[config.mk]
export PLATFORM = sky130hd
export DESIGN_NAME = tag_flush_ctrl
export DESIGN_NICKNAME = d
export VERILOG_FILES = /design/src/rtl/tag_flush_ctrl.sv
export SDC_FILE = /design/constraint.sdc
export NUM_CORES = 1
export LEC_CHECK = 0
export ABC_AREA = 1
export BUFFER_PORTS_ARGS = -buffer_cell sky130_fd_sc_hd__buf_2
export CAP_MARGIN = 20
export CORE_MARGIN = 10
export CORE_UTILIZATION = 44
export DETAILED_ROUTE_END_ITERATION = 10
export PLACE_DENSITY = 0.71
export SKIP_LAST_GASP = 1
export SYNTH_ARGS = -nofsm -noshare
export SYNTH_HDL_FRONTEND = slang
export SYNTH_SLANG_ARGS = --single-unit
export TNS_END_PERCENT = 100
[constraint.sdc]
create_clock -name clk -period 1.3 [get_ports clk]
set_input_delay 0.39 -clock clk [delete_from_list [all_inputs] [get_ports clk]]
set_output_delay 0.39 -clock clk [all_outputs]
set_load 0.05 [all_outputs]
[src/rtl/tag_flush_ctrl.sv]
// tag_flush_ctrl: per-bank tag-store invalidation sequencer.
// Waits for the bank pipeline to drain, then strobes every line index once,
// one line per cycle, and pulses flush_done after the last line.
// Optional build macro TAG_FLUSH_PERF_EN adds the perf_flush_cycles counter.
module tag_flush_ctrl #(
  parameter int LINES_PER_BANK = 64,
  parameter int FLUSH_ON_RESET = 1,
  parameter int LSEL_BITS      = (LINES_PER_BANK > 1) ? $clog2(LINES_PER_BANK) : 1
) (
  input  logic                 clk,
  input  logic                 reset,
  input  logic                 flush_req_valid,
  output logic                 flush_req_ready,
  input  logic                 pipe_busy,
  output logic                 pipe_stall,
  output logic                 tag_flush,
  output logic [LSEL_BITS-1:0] tag_addr,
  output logic                 flush_done,
  output logic                 busy
`ifdef TAG_FLUSH_PERF_EN
  ,
  output logic [31:0]          perf_flush_cycles
`endif
);

  typedef enum logic [1:0] {
    IDLE  = 2'd0,
    DRAIN = 2'd1,
    SWEEP = 2'd2,
    DONE  = 2'd3
  } state_t;

  localparam logic [LSEL_BITS-1:0] LAST_LINE = LSEL_BITS'(LINES_PER_BANK - 1);
  localparam state_t               RST_STATE = (FLUSH_ON_RESET != 0) ? SWEEP : IDLE;

  state_t               state;
  state_t               state_nxt;
  logic [LSEL_BITS-1:0] cnt;
  logic [LSEL_BITS-1:0] cnt_nxt;

  // State and line counter registers; reset restarts from line 0.
  always_ff @(posedge clk) begin
    if (reset) begin
      state <= RST_STATE;
      cnt   <= '0;
    end else begin
      state <= state_nxt;
      cnt   <= cnt_nxt;
    end
  end

  // Next-state logic and Moore output decode from registered state/counter.
  always_comb begin
    state_nxt       = state;
    cnt_nxt         = cnt;
    flush_req_ready = 1'b0;
    pipe_stall      = 1'b0;
    tag_flush       = 1'b0;
    tag_addr        = '0;
    flush_done      = 1'b0;
    busy            = 1'b1;
    case (state)
      IDLE: begin
        flush_req_ready = 1'b1;
        busy            = 1'b0;
        if (flush_req_valid) begin
          state_nxt = DRAIN;
          cnt_nxt   = '0;
        end
      end
      DRAIN: begin
        pipe_stall = 1'b1;
        if (!pipe_busy) begin
          state_nxt = SWEEP;
        end
      end
      SWEEP: begin
        pipe_stall = 1'b1;
        tag_flush  = 1'b1;
        tag_addr   = cnt;
        // The last line ends the sweep; the counter never wraps past it.
        if (cnt == LAST_LINE) begin
          state_nxt = DONE;
          cnt_nxt   = '0;
        end else begin
          cnt_nxt = cnt + LSEL_BITS'(1);
        end
      end
      DONE: begin
        flush_done = 1'b1;
        state_nxt  = IDLE;
      end
      default: begin
        state_nxt = IDLE;
        cnt_nxt   = '0;
      end
    endcase
  end

`ifdef TAG_FLUSH_PERF_EN
  // Saturating count of cycles the controller holds the pipeline for a flush.
  always_ff @(posedge clk) begin
    if (reset) begin
      perf_flush_cycles <= '0;
    end else if (((state == DRAIN) || (state == SWEEP)) && (perf_flush_cycles != '1)) begin
      perf_flush_cycles <= perf_flush_cycles + 32'd1;
    end
  end
`endif

endmodule
== Word-level counts from Yosys, hierarchy flattened ==
Cells that the tools add are included.

* Register bits: 8
* Memories: 0
* Bits in latches: 0
* Memory bits (writable): 0
* Memory bits (read-only): 0
* Output and inout port bits: 11
* Logic and storage cells: 28
* Input port bits: 4

* Add/sub/neg operators: 1
* Mux-type cells: 13
* Reduce and logical (&&, ||, !) cells: 5
* Multipliers: 0
* Shifts and indexed selects: 0
* Eq/ne operators: 7
* Divide/modulo/power cells: 0
* $lt $le $gt $ge: 0
* Bitwise logic cells: 0

{| class="wikitable"
|+ Operator list
! cell !! number
|-
| 2-to-1 mux 6 bit || 3
|-
| case mux 6 bit (2 select lines) || 1
|-
| case mux 2 bit (4 select lines) || 1
|-
| adder 6 x 1 -> 6 bit, second input constant || 1
|-
| equality test 6 bit, second input constant || 1
|-
| 2-to-1 mux 2 bit || 3
|-
| != test 2 bit, second input constant || 3
|-
| 2-to-1 mux 1 bit || 5
|-
| equality test 2 bit, second input constant || 2
|-
| AND reduction 3 bit || 1
|-
| equality test 2 x 1 -> 1 bit, second input constant || 1
|-
| zero test 2 bit || 1
|-
| AND reduction 2 bit || 1
|-
| nonzero test 2 bit || 1
|-
| OR reduction 2 bit || 1
|}

== Longest topological paths before layout ==
* Depth in word-level cells: 3
* Depth in mapped cells: 10
* Depth with buffers taken out: 10

== Least setup slack after synthesis ==
Ideal clock, no wire load.

* Kind: reg-to-output
* Start point: register state[0]
* End point: output tag_addr[3]
* Stages on the path, launching flop included: 6
* Arrival: 1539 ps
* Path buffers: 1
* Setup slack: -629 ps
* Data required time: 910 ps
* Cell sequence: dfxtp_1 > inv_1 > ha_1 > buf_4 > nand2_1 > inv_1

* Cells in the longest elaborated chain, start to end: 2

{| class="wikitable"
|+ Ends and longest elaborated chain
! what !! RTL line !! text
|-
| start: declaration || 36 || <nowiki>state_t state;</nowiki>
|-
| start signal: assignment || 47 || <nowiki>state <= state_nxt;</nowiki>
|-
| equality test 2 bit || 62 || <nowiki>case (state)</nowiki>
|-
| 2-to-1 mux 6 bit || 62 ||
|-
| end: declaration || 17 || <nowiki>output logic [LSEL_BITS-1:0] tag_addr,</nowiki>
|}

No other way between the ends.

== Worst setup path in the final report ==
* Start point: register state[1]
* End point: output tag_addr[2]

The elaborated chain is that of the path after synthesis.

==> qor.txt <==
Reg2Reg Depth: 9
area of the multi-input gates: 502 sq um
minimum clock period: 1.65 ns
CTS tree: done
top cell type by total area after synthesis: dfxtp_1
Final period util: 1.27
Max Freq: 605 MHz
TritonCTS Buffers: 3
Root Driver: clkbuf_4
diode count: 0
clk_skew: 0.0156 ns
most frequent cells after synthesis: 22 x nand2_1, 21 x inv_1, 8 x dfxtp_1
Worst path max stage delay: 0.37 ns
initial core utilization: 0.459
final worst slack: -0.353 ns
crit path buf inv count: 3
status: finished, violations left
synthesized area: 582 sq um
Pwr Total: 0.597 mW
Antenna Nets Post-Route: 0
most frequent cell after synthesis: nand2_1
Fillers: 53
number of flops mapped to enable cells by yosys: 0
Final nets: 136
Residual DRC: 0
Worst Setup End Kind: output port
share of cells above drive strength 1: 0.603
CP required: 0.91 ns
first-pass GRT wire length: 2760 um
crit path DAT: 1.26 ns
max-capacitance violation count: 0
Startpoint Class: register
end point of the critical path: tag_addr[2]
RSZ-0062 raised after global routing: true
pin count of the biggest net entering global routing: 7
Site Rows: 13
Yosys reg bits: 8
Vias: 752
register area share after synthesis: 0.275
top cell type's share of synthesized area: 0.275
Worst slew margin: 0.839
Max rail drop VDD: 0.000479 V
Worst Hold Class: in2reg
critical-path cell list: ha_4, buf_12, nand2_4, clkinvlp_4, buf_6
Hold Fails Final Rpt: 0
Yosys warnings: 0
critical path's top delay family: flip-flops
CP Depth: 5
Synthesized Nets: 100
failing checks: negative setup slack
initial antenna violation count: 0
R2R setup slack: -0.27 ns
Critical-path top delay cell: dfxtp_4
vias per inst: 5.33
PwrDens: 515 nW/um^2
Layout area overhead: 99.4%
H-tree depth: 1
setup TNS: -4.89 ns
die area: 3180 sq um
flip-flop and latch area: 165 sq um
Synth Area per Inst: 6.39 sq um
reg2reg end: cnt[3]
GR Overflow Total: 0
Yosys cell types: 17
Final Setup Violations: 19
drt total wl: 2440 um
CP Max Fanout: 5
Die Span Y: 56.4 um
ys flop type: dfxtp_1
synth top area cells: dfxtp_1 28%, nand2_1 14%, inv_1 14%
ys async rst share: 0
GPL Wtd Cong: 0.790
Clock Sinks: 8
Detailed Routing Iterations Pass 1: 4
GRT Total Usage: 0.108
initial DRC count: 24
worst slew pin tran: 0.242 ns
CORE AREA: 1270 sq um
Max clock buf depth: 2
Setup CP Type: reg2out
num ports: 15
worst flop-to-flop path startpoint: state[1]
Syn Inst Count: 91
Worst-Skew Late Latency: 0.27 ns
crit path from: state[1]
Avg WL per Cell: 17.3 um
Max Slew Vio Count: 0
post-DP HPWL: 1060 um
CTS clock-pin slew for the worst setup and hold paths: 0.07 ns
leakage power: 0.532 nW
vias in the first global route: 611
Port Buffer Count: 14
chip width: 56.4 um
[kinds of logic (layout without fill, tap and decap cells)]
family / after synthesis / after routing / synth area share
and+or+nand+nor: 46 / 46 / 0.385
buffers and inverters: 23 / 58 / 0.155
AOI/OAI and AO/OA: 9 / 9 / 0.0774
DFF: 8 / 8 / 0.275
adders and majority gates: 5 / 5 / 0.108
[cell usage in the layout (no fill, tap or decap), types with 2 or more instances in the layout]
| cell | netlist | routed |
|---|---|---|
| a21oi_1 | 5 | 5 |
| buf_2 | 0 | 3 |
| buf_4 | 1 | 11 |
| buf_6 | 0 | 12 |
| buf_8 | 0 | 5 |
| clkbuf_4 | 0 | 3 |
| clkinvlp_4 | 0 | 6 |
| dfxtp_1 | 8 | 6 |
| ha_1 | 5 | 2 |
| ha_4 | 0 | 3 |
| inv_1 | 21 | 12 |
| inv_4 | 0 | 3 |
| nand2_1 | 22 | 11 |
| nand2_2 | 4 | 5 |
| nand2_4 | 0 | 9 |
| nand3_1 | 6 | 5 |
| nand3_2 | 2 | 2 |
| nand4_1 | 2 | 2 |
| nor2_1 | 5 | 4 |
| nor2_4 | 1 | 5 |
| o21ai_2 | 0 | 3 |
[worst min path at each step]
| stage | startpoint | end | slack (ns) | depth (start not counted) |
|---|---|---|---|---|
| 2_1_floorplan | reset | cnt[1] | 0.46 | 1 |
| 3_3_place_gp | cnt[1] | cnt[1] | 0.52 | 2 |
| 3_5_place_dp | cnt[1] | cnt[1] | 0.52 | 2 |
| 4_1_cts | reset | cnt[1] | 0.30 | 2 |
| 5_1_grt | reset | cnt[1] | 0.31 | 2 |
| 6_report | reset | cnt[1] | 0.33 | 2 |
[repair_timing]
item,CTS,global route
hold endpoints to repair,0,0
pin swaps,4,13
hold buffers,0,0
gates resized for setup,36,26
setup endpoints to repair,15,19
setup buffers,6,6
[power by group]
group / internal (mW) / switching (mW) / total, mW / leakage (nW)
clock network: 0.118 / 0.108 / 0.226 / 0.0150
logic: 0.0394 / 0.0663 / 0.106 / 0.451
registers: 0.251 / 0.0142 / 0.265 / 0.0655
[registers in the layout (all words and copies together), names as in the netlist]
| register | flops |
|---|---|
| cnt | 6 |
| state | 2 |
[through the flow]
step / hold slack, ns / cell area [sq um] / std cells / setup slack (ns) / util
6_report: 0.325 / 1160 / 141 / -0.353 / 0.914
5_1_grt: 0.312 / 1160 / 141 / -0.394 / 0.914
4_1_cts: 0.301 / 1020 / 135 / -0.323 / 0.805
3_5_place_dp: 0.525 / 821 / 125 / -0.132 / 0.647
3_3_place_gp: 0.516 / 821 / 125 / -0.119 / 0.647
2_1_floorplan: 0.459 / 707 / 91 / -0.160 / -
[final cells by class]
class,instances,share of cell area
multi-input combinational,60,0.433
timing repair buffer,32,0.283
sequential,8,0.142
inverter,22,0.104
clock buffer,4,0.0227
tap,15,0.0162
[layer usage]
layer	vias up	share of wire	track usage
met1	353	0.38	0.113
met5	-	0	0
met3	11	0.075	0.0539
li1	345	-	-
met2	43	0.50	0.187
met4	0	0.043	0.0275
(Power assumes the default switching activity.)
